==> src/rtl/key_debounce.sv <==
// key_debounce: conditions a raw push-button pin into clean, clock-synchronous
// events. It synchronises the pin, debounces it with a stability counter, and
// classifies each debounced press as a click or a long press.
//
// Event timing, with the edge that first samples a raw change counted as edge 1:
//   - A change that stays stable reaches key_level on edge DEBOUNCE_CYCLES+2.
//     Two edges go to the synchroniser. The counter then needs DEBOUNCE_CYCLES
//     further edges of disagreement before it toggles.
//   - long_pulse fires exactly LONG_CYCLES cycles after the press_pulse cycle.
//   - If the release and the long threshold land in the same cycle, the release
//     wins and the press is reported as a click.
module key_debounce #(
  parameter int unsigned DEBOUNCE_CYCLES = 270000,
  parameter int unsigned LONG_CYCLES     = 27000000,
  parameter bit          ACTIVE_LOW      = 1'b1
) (
  input  logic       clk,
  input  logic       rst,
  input  logic       key_raw,
  output logic       key_level,
  output logic       press_pulse,
  output logic       release_pulse,
  output logic       click_pulse,
  output logic       long_pulse,
  output logic       hold,
  output logic [7:0] press_count
);

  // One extra bit keeps the terminal value representable for every legal
  // parameter value, including DEBOUNCE_CYCLES = 1.
  localparam int unsigned DB_W   = $clog2(DEBOUNCE_CYCLES) + 1;
  localparam int unsigned HOLD_W = $clog2(LONG_CYCLES) + 1;

  // The pin level while the button is untouched.
  localparam logic IDLE_LEVEL = logic'(ACTIVE_LOW);

  // Terminal counts. Each counter stops here and never runs past it.
  localparam logic [DB_W-1:0]   DB_LAST   = DB_W'(DEBOUNCE_CYCLES - 1);
  localparam logic [HOLD_W-1:0] HOLD_LAST = HOLD_W'(LONG_CYCLES - 1);

  typedef enum logic [1:0] {
    S_IDLE    = 2'd0,
    S_PRESSED = 2'd1,
    S_LONG    = 2'd2
  } state_t;

  // ---------------------------------------------------------------------------
  // Synchroniser
  // ---------------------------------------------------------------------------
  logic s1_q;
  logic s2_q;

  // Two-flop synchroniser. Reset loads the idle level so that a key held
  // through reset looks like a fresh press.
  always_ff @(posedge clk) begin
    if (rst) begin
      s1_q <= IDLE_LEVEL;
      s2_q <= IDLE_LEVEL;
    end else begin
      s1_q <= key_raw;
      s2_q <= s1_q;
    end
  end

  // Normalised pressed level: 1 means the button is down, whatever the polarity.
  logic p_now;
  assign p_now = s2_q ^ IDLE_LEVEL;

  // ---------------------------------------------------------------------------
  // Debounce counter
  // ---------------------------------------------------------------------------
  logic            level_q;
  logic            level_d;
  logic [DB_W-1:0] db_cnt_q;
  logic [DB_W-1:0] db_cnt_d;
  logic            mismatch;
  logic            db_done;
  logic            press_evt;
  logic            release_evt;

  // Count cycles in which the synchronised input disagrees with the accepted
  // level. When the counter reaches its terminal count and the input still
  // disagrees, accept the new level.
  always_comb begin
    mismatch    = (p_now != level_q);
    db_done     = mismatch && (db_cnt_q == DB_LAST);
    press_evt   = db_done && !level_q;
    release_evt = db_done && level_q;
    level_d     = db_done ? ~level_q : level_q;
    if (!mismatch || db_done) begin
      db_cnt_d = '0;
    end else begin
      db_cnt_d = db_cnt_q + DB_W'(1);
    end
  end

  // Debounced level, its counter, and the edge strobes derived from it.
  logic       press_q;
  logic       release_q;
  logic [7:0] count_q;
  logic [7:0] count_d;

  // The press counter is 8 bits wide, so it wraps from 255 back to 0 on its own.
  assign count_d = press_evt ? (count_q + 8'd1) : count_q;

  // Registered debounce state. The strobes change on the same edge as the level.
  always_ff @(posedge clk) begin
    if (rst) begin
      level_q   <= 1'b0;
      db_cnt_q  <= '0;
      press_q   <= 1'b0;
      release_q <= 1'b0;
      count_q   <= 8'd0;
    end else begin
      level_q   <= level_d;
      db_cnt_q  <= db_cnt_d;
      press_q   <= press_evt;
      release_q <= release_evt;
      count_q   <= count_d;
    end
  end

  // ---------------------------------------------------------------------------
  // Press classifier
  // ---------------------------------------------------------------------------
  state_t              state_q;
  logic [HOLD_W-1:0]   hold_cnt_q;
  logic                click_q;
  logic                long_q;
  logic                hold_q;

  // Click / long-press state machine with registered strobes.
  //
  // The machine reacts to the debounce events directly rather than to
  // key_level. This keeps every strobe aligned with the level change.
  //
  // The hold counter is 0 on entry to PRESSED and equals k after the k-th cycle
  // in that state. The long strobe therefore lands exactly LONG_CYCLES cycles
  // after press_pulse.
  always_ff @(posedge clk) begin
    if (rst) begin
      state_q    <= S_IDLE;
      hold_cnt_q <= '0;
      click_q    <= 1'b0;
      long_q     <= 1'b0;
      hold_q     <= 1'b0;
    end else begin
      click_q <= 1'b0;
      long_q  <= 1'b0;
      case (state_q)
        S_IDLE: begin
          hold_cnt_q <= '0;
          if (press_evt) begin
            state_q <= S_PRESSED;
          end
        end
        S_PRESSED: begin
          // The release is checked first so that it beats a coincident threshold.
          if (release_evt) begin
            state_q    <= S_IDLE;
            click_q    <= 1'b1;
            hold_cnt_q <= '0;
          end else if (hold_cnt_q == HOLD_LAST) begin
            state_q <= S_LONG;
            long_q  <= 1'b1;
            hold_q  <= 1'b1;
          end else begin
            hold_cnt_q <= hold_cnt_q + HOLD_W'(1);
          end
        end
        S_LONG: begin
          // The hold counter stays parked at its terminal value until release.
          if (release_evt) begin
            state_q    <= S_IDLE;
            hold_q     <= 1'b0;
            hold_cnt_q <= '0;
          end
        end
        default: begin
          state_q    <= S_IDLE;
          hold_cnt_q <= '0;
          hold_q     <= 1'b0;
        end
      endcase
    end
  end

  // ---------------------------------------------------------------------------
  // Outputs
  // ---------------------------------------------------------------------------
  assign key_level     = level_q;
  assign press_pulse   = press_q;
  assign release_pulse = release_q;
  assign click_pulse   = click_q;
  assign long_pulse    = long_q;
  assign hold          = hold_q;
  assign press_count   = count_q;

endmodule

==> config.mk <==
export PLATFORM = sky130hd
export DESIGN_NAME = key_debounce
export DESIGN_NICKNAME = d
export VERILOG_FILES = /design/src/rtl/key_debounce.sv
export SDC_FILE = /design/constraint.sdc
export NUM_CORES = 1
export LEC_CHECK = 0
export BUFFER_PORTS_ARGS = -buffer_cell sky130_fd_sc_hd__buf_2
export CORE_AREA = 4 4 78 87
export CTS_CLUSTER_DIAMETER = 150
export DETAILED_ROUTE_END_ITERATION = 7
export DIE_AREA = 0 0 82 91
export GPL_ROUTABILITY_DRIVEN = 1
export GPL_TIMING_DRIVEN = 1
export PLACE_DENSITY = 0.74
export SETUP_SLACK_MARGIN = 0.02
export SLEW_MARGIN = 25
export SYNTH_ARGS = -nofsm -noshare
export SYNTH_HDL_FRONTEND = slang
export SYNTH_SLANG_ARGS = --single-unit
==> constraint.sdc <==
create_clock -name clk -period 2.2 [get_ports clk]
set_input_delay 0.11 -clock clk [delete_from_list [all_inputs] [get_ports clk]]
set_output_delay 0.11 -clock clk [all_outputs]
set_load 0.1 [all_outputs]
== Word-level counts from Yosys, hierarchy flattened ==
Index checks and enable logic that the tools add are counted.
Operators by class
  add/sub/neg operators: 3
  eq/ne operators: 11
  mux-type cells: 15
  bitwise operators: 4
  reductions and logical operators: 13
Operator list (count)
  two-way mux 26 bit: 3
  case mux 26 bit (2 select lines): 1
  adder 26 x 1 -> 26 bit, second input constant: 1
  equality test 26 x 25 -> 1 bit, second input constant: 1
  adder 20 x 1 -> 20 bit, second input constant: 1
  equality test 20 x 19 -> 1 bit, second input constant: 1
  adder 8 x 1 -> 8 bit, second input constant: 1
  two-way mux 2 bit: 4
  inequality test 2 bit, second input constant: 4
  inequality test 3 bit, second input constant: 2
  case mux 2 bit (3 select lines): 1
  two-way mux 1 bit: 5
  NOT 1 bit: 4
  AND reduction 4 bit: 1
  OR reduction 2 bit: 2
  logical AND 1 bit: 3
  case mux 1 bit (3 select lines): 1
  AND reduction 3 bit: 1
  OR reduction 3 bit: 1
  equality test 2 x 1 -> 1 bit, second input constant: 1
  equality test 2 bit, second input constant: 1
  zero test 1 bit: 2
  zero test 2 bit: 1
  AND reduction 2 bit: 1
  2 further kinds: 2
Word-level totals
  bits in registers: 64
  bits of input ports: 3
  output and inout port bits: 14
  word-level logic and storage cells: 58

== Depth between registers and ports, before layout ==
Gate-level depths: netlist of run 1.
  word-level depth: 6
  gate-level depth with buffers: 7
  depth with buffers taken out: 6

== Worst setup path before layout of run 1 ==
OpenSTA, ideal clock, no wires.
  path kind: register -> register
  start: register db_cnt_q[13]
  end: register hold_cnt_q[11]
  library setup time: 0.120 ns
  data arrival time: 2.130 ns
  data required time: 2.080 ns
  path slack: -0.050 ns
  stages on the path, launching flop included: 6
  buffers on the path: 0
  period minus slack after synthesis: 2.250 ns
  cell sequence: dfxtp_1 > or4b_4 > nor4_4 > a211oi_1 > and3_1 > a211o_1
On the way
  cells in the longest elaborated chain, start to end: 5
  elaborated cells between the ends (all ways): 8
  those cells by class: eq/ne: 3; mux: 2; reduce/logical: 3
RTL lines
  start, declared: line 74  | logic [DB_W-1:0] db_cnt_q;
  start signal, assigned: line 116  | db_cnt_q <= db_cnt_d;
  equality test 20 x 19 -> 1 bit (*): line 86  | db_done = mismatch && (db_cnt_q == DB_LAST);
  logical AND 1 bit (*): line 86
  logical AND 1 bit (*): line 88  | release_evt = db_done && level_q;
  two-way mux 26 bit (tied with other cells): line 159  | if (release_evt) begin
  case mux 26 bit (2 select lines) / AND reduction 2 bit (equally long branches)
  end signal, assigned: line 168  | hold_cnt_q <= hold_cnt_q + HOLD_W'(1);
  end, declared: line 127  | logic [HOLD_W-1:0] hold_cnt_q;
Every way passes the cells marked *; elsewhere a longest branch is shown, timed or not.
A chain may end at the register's enable or synchronous reset.

== Final worst setup path of run 1 ==
  start: register db_cnt_q[0]
  end: register hold_cnt_q[20]
The elaborated chain is that of the path after synthesis.

==> results of run 1 <==
==> registers in the layout, indices dropped and copies added (netlist names) <==
register / flops
hold: 1
press_count: 8
hold_cnt_q: 26
db_cnt_q: 20
press_pulse: 1
s1_q: 1
key_level: 1
release_pulse: 1
state_q: 2
long_pulse: 1
click_pulse: 1
s2_q: 1
==> worst register-to-register path, cell delays in order (launching register included) <==
cell and delay [ns]:
dfxtp_1 0.34, ha_1 0.22, nand4_1 0.16, nor4_4 0.08, a211oi_2 0.52, nand2_1 0.36, o41ai_1 0.42
==> routing by layer <==
layer / vias up / share of wire, % / GRT usage (%)
met5: - / 0 / 0
met4: 0 / 2.9 / 10.7
met3: 22 / 5.6 / 6.04
met2: 91 / 46 / 32.6
met1: 1365 / 46 / 27.4
li1: 1485 / - / -
==> cells by family (layout without fill, tap and decap cells) <==
group / Yosys count / after routing / synth area share [%]
simple gates: 186 / 186 / 31.3
compound gates: 75 / 75 / 16.4
flops: 64 / 64 / 41.5
buf+inv: 29 / 81 / 3.64
xor+xnor: 21 / 21 / 5.95
fa+ha+maj: 3 / 3 / 1.22
==> final cells by class <==
| cell class | count | area (sq um) | area share (%) |
|---|---|---|---|
| Sequential cell | 64 | 1290 | 34.1 |
| Inverter | 16 | 60.1 | 1.59 |
| Clock buffer | 11 | 141 | 3.75 |
| Clock inverter | 5 | 104 | 2.75 |
| Tap cell | 77 | 96.3 | 2.55 |
| Timing Repair Buffer | 49 | 347 | 9.19 |
| Multi-Input combinational cell | 285 | 1740 | 46.0 |
==> final timing paths <==
check	from	endpoint	slack (ns)	cells past startpoint
max reg2reg	db_cnt_q[0]	hold_cnt_q[20]	-0.005	6
max	db_cnt_q[0]	hold_cnt_q[20]	-0.005	6
min reg2reg	s1_q	s2_q	0.44	1
min	rst	click_pulse	0.05	2
==> through the flow <==
step | area, sq um | total power (uW) | TNS, ns | util, %
2_1_floorplan | 3100 | 1200 | 0 | -
5_1_grt | 3770 | 2540 | -0.203 | 65.0
3_5_place_dp | 3470 | 1210 | 0 | 59.7
4_1_cts | 3730 | 2460 | 0 | 64.2
3_3_place_gp | 3470 | 1210 | 0 | 59.7
6_report | 3770 | 2450 | -0.00540 | 65.0
==> power by group through the flow <==
stage,clock (uW),sequential [uW],combinational (uW)
5_1_grt,1350,1160,32.4
6_report,1260,1160,29.4
3_3_place_gp,0,1190,26.3
4_1_cts,1270,1160,28.3
3_5_place_dp,0,1190,26.9
2_1_floorplan,0,1190,15.1
==> placed cells by master, fill, tap and decap left out, types with 2 or more instances in the layout <==
cell       instances
ha_1               3
dfxtp_1           59
xor2_1            10
nand4_1           16
o2bb2ai_1          2
nor4_1             7
buf_4             30
a21oi_2            2
o211ai_1           4
o21ai_0           14
nor3_1             8
o41ai_1            3
dfxtp_2            5
a211oi_1           6
a41o_1             3
buf_2             16
and4_1             2
o31ai_1            5
xnor2_1           11
nor2_1            46
and2_1             2
or2_2              2
nand3_1           29
or4_1              8
bufinv_16          3
a41oi_1            2
or3_1              3
nand2_1           38
and3_1             7
o2111ai_1          2
and2_4             2
inv_1             16
a31oi_1            5
clkbuf_8          10
a21oi_1           18
nand2b_1           2
==> what timing repair did <==
action	CTS	global route
hold endpoints to repair	1	0
pin swaps	0	5
hold buffers	1	0
gates resized for setup	0	10
cloned	0	0
setup buffers	1	1
setup endpoints to repair	2	6
==> metrics.txt, run 1 <==
Max Freq=0.453 GHz; die height=91 um; Crit Path Max Fanout=7; area leader, netlist=dfxtp_1; ant diodes=0; startpoint types=flip-flop; Slew @ Worst Pin=0.839 ns; CTS Buffer Depth=2; Arrival @ worst endpoint=2.44 ns; clock-pin slew on the worst setup and hold paths=0.08 ns; number of port buffers=16; number of flops mapped to enable cells by yosys=0; PwrDens=650 nW/um^2; GPL Wtd Cong=0.903; net count after synthesis=384; DRT Wirelength=7.62 mm; Worst setup EP type=flip-flop; vias per cell=5.84; Int Power=1950 uW; Max Cap Violations=0; # clock sinks=64; Fin Hold WS=0.0475 ns; DIE AREA=7460 sq um; share of layout cells above drive strength 1=20.9%; P_sw=498 uW; Total Routing Usage GR=21.4%; DRC=0; count leader, synth=dfxtp_1; Synth warnings=0; Mean Syn Cell Area=8.17 sq um; ANT nets after route=0; DR vias=2963; Crit path max-delay family=compound AO/OA/AOI/OAI gates; Gate Count Post-Synth=378; critical path class=flip-flop to flip-flop; fillers=528; top post-synthesis cells by count=64 x dfxtp_1, 47 x nor2_1, 38 x nand2_1; vias in the first global route=2823; DP HPWL=5.36 mm; synth top area cells=dfxtp_1 41%, nor2_1 5.7%, nand3_1 4.7%, nand2_1 4.6%, a21oi_1 3.2%; Leakage=0.00133 uW; initial antenna violation count=0; largest net degree at the start of global routing=21; clock tree root buffer cell=clkbuf_8; Syn-to-layout area delta=22.1%; Hold Violations, Final=0; Cell Count, Final, Fillers Out=507; wire length per cell=15.0 um; top cell type's share of synthesized area=41.5%; gr ovfl total=0; sequential share of power=47.4%; crit path max-delay cell type=a211oi_2; WP buf/inv=0; Iteration-0 DRC Markers=210; period utilization=100%; CP cell instances=ha_1 -> nand4_1 -> nor4_4 -> a211oi_2 -> nand2_1 -> o41ai_1; first-pass GRT wire length=12.6 mm; Synth Register Bits=64; Clock power frac=51.4%; CTS tree=yes; Inserted Clock Buffers=9; Main synth FF type=dfxtp_1; maximum VDD drop=0.407 mV; distinct cell type count after synthesis=50; final net count=431; Seq/Total Area, Yosys=41.5%; Inst Count DP=488; status=complete, but fails checks; Async SR Flop Fraction=0%; Initial Util=53.2%; Crit path required time=2.44 ns; failing checks=negative setup slack; Ports=17; H-tree level count=3; Die X=82 um; Setup WS pre-CTS=0.0390 ns; clk_lat worst skew=0.35 ns; Slew Viols, Final=0; PnR worst setup slack=-0.00540 ns; synthesized area=3090 sq um; # rows=29; setup violators final=1; sw frac=20.3%; DR pass1 iterations=4; Period minus WS final=2.21 ns; core area=5810 sq um; CP max stage delay=0.52 ns; Setup Skew=0.0146 ns; Gate power share=1.2%; RSZ-0062 raised after global routing=true; Rel. slew slack=43.7%; worst hold path type=input pin to flip-flop
(Power assumes the default switching activity.)
==> run 2, diff against run 1 <==
Settings changed: SKIP_CTS_REPAIR_TIMING set to 1.
==> metrics.txt, run 2 (synthesis results as in run 1) <==
PnR worst setup slack=0.0121 ns (+0.0175 ns); fillers=528 (unchanged); crit path max-delay cell type=a211oi_2; RSZ-0062 raised after global routing=true; CTS tree=yes; worst hold path type=input pin to flip-flop; Max Cap Violations=0 (unchanged); largest net degree at the start of global routing=21 (unchanged); DP HPWL=5.36 mm (unchanged); CP max stage delay=0.52 ns (about the same); critical path class=flip-flop to flip-flop; post-route cell area=3770 sq um (unchanged); DIE AREA=7460 sq um (unchanged); status=completed; Die X=82 um (unchanged); Initial Util=53.2% (unchanged); Inserted Clock Buffers=9 (unchanged); core area=5810 sq um (unchanged); Rel. slew slack=41.6% (-2.2 points); most frequent cells in the layout=59 x dfxtp_1, 46 x nor2_1, 38 x nand2_1, 30 x buf_4, 29 x nand3_1; WP buf/inv=0 (unchanged); CP cell instances=ha_1 -> nand4_1 -> nor4_4 -> a211oi_2 -> nand2_1 -> o41ai_1; final core occ=65.0% (unchanged); DR vias=3011 (+1.6%); Leakage=0.00133 uW (unchanged); number of port buffers=16 (unchanged); wire length per cell=15.0 um (-0.32%); Total Power=2450 uW (-0.25%); Crit Path Max Fanout=7 (unchanged); maximum VDD drop=0.407 mV (about the same); DRT Wirelength=7.60 mm (-0.32%); Max Freq=0.457 GHz (+0.80%); DP Area=3470 sq um (unchanged); Syn-to-layout area delta=22.1% (unchanged); CTS Buffer Depth=2 (unchanged); Slew Viols, Final=0 (unchanged); clock tree root buffer cell=clkbuf_8; Total Routing Usage GR=21.3% (-0.14 points); Setup Skew=0.0156 ns (+0.000979 ns); setup violators final=0 (-1); Period minus WS final=2.19 ns (-0.0175 ns); share of layout cells above drive strength 1=20.9% (unchanged); gr ovfl total=0 (unchanged); # rows=29 (unchanged); DRC=0 (unchanged); startpoint types=flip-flop; Slew @ Worst Pin=0.871 ns (+0.0322 ns); period utilization=99.4% (-0.80 points); vias per cell=5.94 (+1.6%); Hold Violations, Final=0 (unchanged); Reg with most FFs=hold_cnt_q; vias in the first global route=2811 (-0.43%); Worst setup EP type=flip-flop; Crit path required time=2.43 ns (about the same); Crit path max-delay family=compound AO/OA/AOI/OAI gates; first-pass GRT wire length=12.6 mm (-0.55%); # clock sinks=64 (unchanged); Arrival @ worst endpoint=2.42 ns (-0.02 ns); Worst Hold Launch=rst; ant diodes=0 (unchanged); PwrDens=649 nW/um^2 (-0.25%); Setup WS pre-CTS=0.0390 ns (unchanged); final net count=431 (unchanged); Ports=17 (unchanged); DR pass1 iterations=5 (+1); GPL Wtd Cong=0.903 (unchanged); initial antenna violation count=0 (unchanged); crit path launch=db_cnt_q[0]; Largest register FFs=26 (unchanged); R2R Path Start=db_cnt_q[0]; H-tree level count=3 (unchanged); r2r setup slk=0.01 ns (+0.02 ns); die height=91 um (unchanged); ANT nets after route=0 (unchanged); commonest non-fill, non-tap cell in the layout=dfxtp_1; Iteration-0 DRC Markers=202 (-3.8%); clk_lat worst skew=0.35 ns (about the same); clock-pin slew on the worst setup and hold paths=0.08 ns (about the same); setup_tns=0 ns (+0.00540 ns)
## run 2: cell counts in the layout (fill, tap and decap cells not counted)
Identical to the previous run, type by type.
## run 2: routing by layer
metal  share of wire (%)  global-route usage (%)  up-vias
li1                    -                       -     1485
met3                 6.4                    6.04       20
met1                  45                    27.2     1388
met2                  46                    32.6      118
met4                 2.6                    10.2        0
met5                   0                       0        -
## run 2: path summary, 6_finish.rpt
check	endpoint	depth (start not counted)
max	hold_cnt_q[20]	6
min	click_pulse	2
max reg2reg	hold_cnt_q[20]	6
min reg2reg	s2_q	1
## run 2: layout make-up
cell class	instances	area, sq um	area share (%)
well taps	77	96.3	2.55
clock buffers	11	141	3.75
repair buffers	49	347	9.19
clock inverters	5	104	2.75
flip-flops and latches	64	1290	34.1
inverters	16	60.1	1.59
multi-input cells	285	1740	46.0
## run 2: per-stage QoR
step / instances / hold WS (ns)
floorplan: 378 / 0.214
global placement: 488 / 0.294
detailed placement: 488 / 0.296
CTS: 504 / -0.0734
global route: 507 / 0.0340
finish: 507 / 0.0503
## run 2: report_power, final
| part | switching (uW) | leakage [uW] | internal, uW |
|---|---|---|---|
| clock | 471 | 0.000124 | 784 |
| combinational | 19.3 | 0.000690 | 10.1 |
| sequential | 1.33 | 0.000518 | 1160 |
| total | 491 | 0.00133 | 1950 |
